==> config.mk <==
export PLATFORM = sky130hd
export DESIGN_NAME = icache
export DESIGN_NICKNAME = d
export VERILOG_FILES = /design/src/rtl/icache.sv
export SDC_FILE = /design/constraint.sdc
export NUM_CORES = 2
export LEC_CHECK = 0
export CORE_ASPECT_RATIO = 0.8
export CORE_MARGIN = 2
export CORE_UTILIZATION = 42
export CTS_BUF_LIST = sky130_fd_sc_hd__clkbuf_8
export DETAILED_ROUTE_END_ITERATION = 10
export SYNTH_ARGS = -nofsm -noshare
export SYNTH_HDL_FRONTEND = slang
export SYNTH_SLANG_ARGS = --single-unit
export TNS_END_PERCENT = 10
==> constraint.sdc <==
create_clock -name clk -period 7.15 [get_ports clk]
set_clock_uncertainty 0.05 [all_clocks]
set_input_delay 1.0725 -clock clk [delete_from_list [all_inputs] [get_ports clk]]
set_output_delay 1.0725 -clock clk [all_outputs]
set_load 0.05 [all_outputs]
==> src/rtl/icache.sv <==
// icache: direct-mapped, read-only instruction cache with one 32-bit word per line.
// The fetch stage presents a PC. A hit answers one cycle later. A miss issues a
// single word read to the memory controller, fills the line, and then answers.
//
// Ports:
//   clk, rst        clock, synchronous active-high reset
//   rdy             global enable; when low, all state and outputs hold
//   fetch_valid     fetch request; pc_to_fetch is held stable until instr_valid
//   pc_to_fetch     fetch address (bits [1:0] ignored)
//   flush           abandon the current request
//   instr_valid     one-cycle pulse; instr_fetched is valid
//   instr_fetched   instruction word
//   mem_req         read request, held until mem_ready
//   mem_addr        word-aligned read address
//   mem_ready       one-cycle pulse; mem_data is valid
//   mem_data        returned word
//
// Handshake: fetch_valid/pc_to_fetch are sampled only in IDLE and answered by
// exactly one instr_valid pulse unless flushed. mem_req stays high with a stable
// mem_addr until the cycle in which mem_ready is seen; the transfer completes on
// that edge.
module icache #(
  parameter int INDEX_BITS = 6,
  parameter int ADDR_W     = 32
) (
  input  logic              clk,
  input  logic              rst,
  input  logic              rdy,
  input  logic              fetch_valid,
  input  logic [ADDR_W-1:0] pc_to_fetch,
  input  logic              flush,
  output logic              instr_valid,
  output logic [31:0]       instr_fetched,
  output logic              mem_req,
  output logic [ADDR_W-1:0] mem_addr,
  input  logic              mem_ready,
  input  logic [31:0]       mem_data
);

  localparam int TAG_BITS = ADDR_W - INDEX_BITS - 2;
  localparam int LINES    = 1 << INDEX_BITS;

  typedef enum logic [1:0] {IDLE, MISS, RESP} state_t;

  // Hierarchically visible FSM state, for checkers.
  state_t state;
  logic   drop;  // a flush arrived during MISS; swallow the response

  logic                line_valid [LINES];
  logic [TAG_BITS-1:0] line_tag   [LINES];
  logic [31:0]         line_data  [LINES];

  logic [INDEX_BITS-1:0] req_index;
  logic [TAG_BITS-1:0]   req_tag;
  logic [INDEX_BITS-1:0] fill_index;
  logic [TAG_BITS-1:0]   fill_tag;
  logic                  hit;
  logic                  fill_en;
  logic                  unused_pc_bits;

  assign req_index = pc_to_fetch[INDEX_BITS+1:2];
  assign req_tag   = pc_to_fetch[ADDR_W-1:INDEX_BITS+2];
  // The outstanding miss address is held in mem_addr, so the fill uses it directly.
  assign fill_index = mem_addr[INDEX_BITS+1:2];
  assign fill_tag   = mem_addr[ADDR_W-1:INDEX_BITS+2];
  assign hit        = line_valid[req_index] && (line_tag[req_index] == req_tag);
  // Leaving MISS on the fill edge guarantees that each miss writes exactly once.
  assign fill_en    = rdy && (state == MISS) && mem_ready;
  assign unused_pc_bits = ^pc_to_fetch[1:0];

  // Only the valid bits need a reset. Tag and data are qualified by them.
  always_ff @(posedge clk) begin
    if (rst) begin
      for (int i = 0; i < LINES; i++) line_valid[i] <= 1'b0;
    end else if (fill_en) begin
      line_valid[fill_index] <= 1'b1;
    end
  end

  always_ff @(posedge clk) begin
    if (!rst && fill_en) begin
      line_tag[fill_index]  <= fill_tag;
      line_data[fill_index] <= mem_data;
    end
  end

  always_ff @(posedge clk) begin
    if (rst) begin
      state         <= IDLE;
      drop          <= 1'b0;
      instr_valid   <= 1'b0;
      instr_fetched <= '0;
      mem_req       <= 1'b0;
      mem_addr      <= '0;
    end else if (rdy) begin
      instr_valid <= 1'b0;
      case (state)
        IDLE: begin
          if (fetch_valid && !flush) begin
            if (hit) begin
              state         <= RESP;
              instr_valid   <= 1'b1;
              instr_fetched <= line_data[req_index];
            end else begin
              state    <= MISS;
              mem_req  <= 1'b1;
              mem_addr <= {pc_to_fetch[ADDR_W-1:2], 2'b00};
            end
          end
        end
        MISS: begin
          if (mem_ready) begin
            mem_req <= 1'b0;
            drop    <= 1'b0;
            // A flush in the same cycle as the fill also suppresses the answer.
            if (drop || flush) begin
              state <= IDLE;
            end else begin
              state         <= RESP;
              instr_valid   <= 1'b1;
              instr_fetched <= mem_data;
            end
          end else if (flush) begin
            drop <= 1'b1;
          end
        end
        RESP:    state <= IDLE;
        default: state <= IDLE;
      endcase
    end
  end

endmodule

==> flow_metrics.tcl <==
set metrics [dict create \
    syn_avg_cell_area_um2 22.1 \
    ys_seq_area_frac 0.772 \
    final_nets 7172 \
    setup-violations-final 0 \
    numCtsBuffers 590 \
    clockRootBuffer "clkbuf_8" \
    die_area_mm2 0.345 \
    antenna_found_initial 22 \
    syn_to_final_growth_pct 13.7 \
    setup_slack_ns 2.05 \
    ant_nets 0 \
    vias 73119 \
    hp-class "in -> reg" \
    synth_area_mm2 0.143 \
    reg2reg_setup_slack_ns 2.33 \
    totalWireLength_um 417000 \
    num_rows 191 \
    cp.required_ns 8.15 \
    grt_first_pass_wirelength_um 574000 \
    cts_num_sinks 3715 \
    postCtsSetupBuffers 0 \
    crit_type "in -> reg" \
    endpoint "mem_addr[21]$_SDFFE_PP0P_" \
    critPathLaunch "pc_to_fetch[2]" \
    drt-vias-per-instance 6.04 \
    grt_pass1_vias 72502 \
    p_leak_nw 50.0 \
    period_share 0.714 \
    endpoint_kind "flop" \
    crit_chain "buf_16, buf_4, mux4_2, a32oi_1, o311ai_1, o211ai_1, xnor2_1, nor3b_1, nand4_1, or4_4, nor2b_4, buf_12, mux2i_1" \
    dieHeight_um 526 \
    reg2reg_from "state[0]$_SDFFE_PP0P_" \
    outcome "finished, violations left" \
    synth_common_cells "3584 x edfxtp_1, 919 x mux4_2, 354 x mux2i_1, 175 x clkbuf_1, 152 x a22oi_1" \
    start_util 0.422 \
    grt_max_degree 163 \
    worst_pin_slew_ns 1.29 \
    rsz0062_at_grt "false" \
    synth-seq-cells 3715 \
    arrival_ns 6.11 \
    r2r_cells 9 \
    yosysTopAreaCellShare 0.753 \
    critical-path-max-stage-delay_ns 0.64 \
    synth_warnings 0 \
    ys_async_sr_fraction 0 \
    boundaryPins 136 \
    cts_buffer_depth 4 \
    grt_overflow_total 0 \
    slew_headroom 0.140 \
    final_hold_viol_count 0 \
    fmax_mhz 196 \
    yosysTopAreaCell "edfxtp_1" \
    yosys_most_used_dff "edfxtp_1" \
    final-max-slew-violation-count 0 \
    tns_ns 0 \
    synth_cell_types 78 \
    powerDensity_mw_per_mm2 262 \
    holdWs_ns 0.247 \
    maxCapViolCount 0 \
    wire_per_inst_um 34.5 \
    clk-insertion-delay-late_ns 1.20 \
    cts_tree "built" \
    synthMostInstantiatedCell "edfxtp_1" \
    place_congestion 0.795 \
    p_total_mw 42.5 \
    synth_edf_count 3584 \
    hold_buffers 0 \
    first_pass_iters 9 \
    rr_endpoint "line_tag[7][12]$_DFFE_PP_" \
    fp.dieW_um 656 \
    finish.utilization 0.480 \
    irDropWorstVdd_mv 0.172 \
    clk_pin_slew_ns 0.05 \
    grt.total_usage 0.238 \
    violations "DRC" \
    cts.htree.levels 6 \
    syn-instance-count 6452 \
    post_cts_resized 0 \
    cp_slowest_cell "buf_16" \
    start_kind "input pin" \
    drt_iter0_drc 10389 \
    final.fill_count 27691 \
    io_buffers 131 \
    synth.top_cells.by_area "edfxtp_1 75%, mux4_2 14%, mux2i_1 2.5%, dfxtp_1 1.8%, a22oi_1 0.80%" \
    fin_crit_ns 5.10 \
    place_hpwl_um 222000 \
    drc_errors 1 \
    path_max_fanout 111 \
    fp.coreArea_mm2 0.338 \
    drive_above_1_share 0.278 \
    place_ws_ns 0.944 \
]
[layout by cell type (no fill, tap or decap), types with 11 or more instances in the layout]
cell	n
inv_1	292
dfxtp_1	107
mux2_2	11
nand2_1	143
clkinvlp_4	16
a221oi_1	22
a22oi_1	152
nor3_1	79
edfxtp_1	3584
nor2_1	25
clkbuf_8	621
nand3_1	62
clkdlybuf4s50_1	92
clkinv_1	112
buf_2	33
dfxtp_2	24
o211a_1	31
a21oi_1	43
o22ai_1	91
buf_4	220
mux4_2	919
inv_8	13
clkinv_2	39
nor2b_1	19
buf_12	83
nand4_1	19
mux2i_1	354
nor2_4	65
o21ai_0	12
inv_6	14
nand2b_1	71
[where the power goes]
part           switching, mW  internal (mW)
clock                   8.40           8.33
combinational           1.18          0.752
sequential            0.0446           23.8
[kinds of logic after synthesis]
logic type / share of synthesized area
flops: 0.772
mux: 0.171
simple gates: 0.0197
buf+inv: 0.0149
compound gates: 0.0219
xor+xnor: 0.000981
other cells: 0.0000263
[state kept, by name (all words and copies together), names as in the netlist]
name,cells
drop,1
line_valid,64
instr_valid,1
mem_req,1
state,2
line_tag,1536
line_data,2048
instr_fetched,32
mem_addr,30
[per-stage QoR]
step	cells	cell area, um^2
detailed placement	11045	152000
global route	12099	162000
floorplan	6453	143000
global placement	11045	152000
finish	12099	162000
CTS	12097	162000
[how the worst min path moves through the flow]
stage	startpoint	endpoint	cells past startpoint
5_1_grt	rst	instr_valid$_SDFFE_PP0P_	2
6_report	rst	state[1]$_SDFFE_PP0P_	2
2_1_floorplan	line_valid[12]$_DFF_P_	line_valid[12]$_DFF_P_	2
3_3_place_gp	line_valid[46]$_DFF_P_	line_valid[46]$_DFF_P_	2
3_5_place_dp	line_valid[22]$_DFF_P_	line_valid[22]$_DFF_P_	2
4_1_cts	rst	state[1]$_SDFFE_PP0P_	2
[layer usage]
layer	global-route usage	up-vias	routed length (um)
met5	0	-	47
met4	0.0661	8	11400
met3	0.0489	670	42300
met2	0.373	4134	195000
met1	0.341	39644	168000
li1	-	28663	-
[layout make-up]
class / count / area, um^2 / area share
diodes: 2 / 5.00 / 0.0000308
clock buffers: 621 / 8550 / 0.0526
clock inverters: 431 / 2160 / 0.0133
inverters: 73 / 284 / 0.00175
multi-input cells: 2290 / 31000 / 0.191
flip-flops and latches: 3715 / 110000 / 0.679
well taps: 4535 / 5670 / 0.0349
repair buffers: 432 / 4470 / 0.0275
[critical path: cells and delay by family]
kind            cells  cell delay, ns
compound gates      3            1.05
simple gates        4            1.51
buf+inv             3            1.42
mux                 2            0.76
xor+xnor            1            0.13
Note: power is estimated with default switching activity, not from simulation.
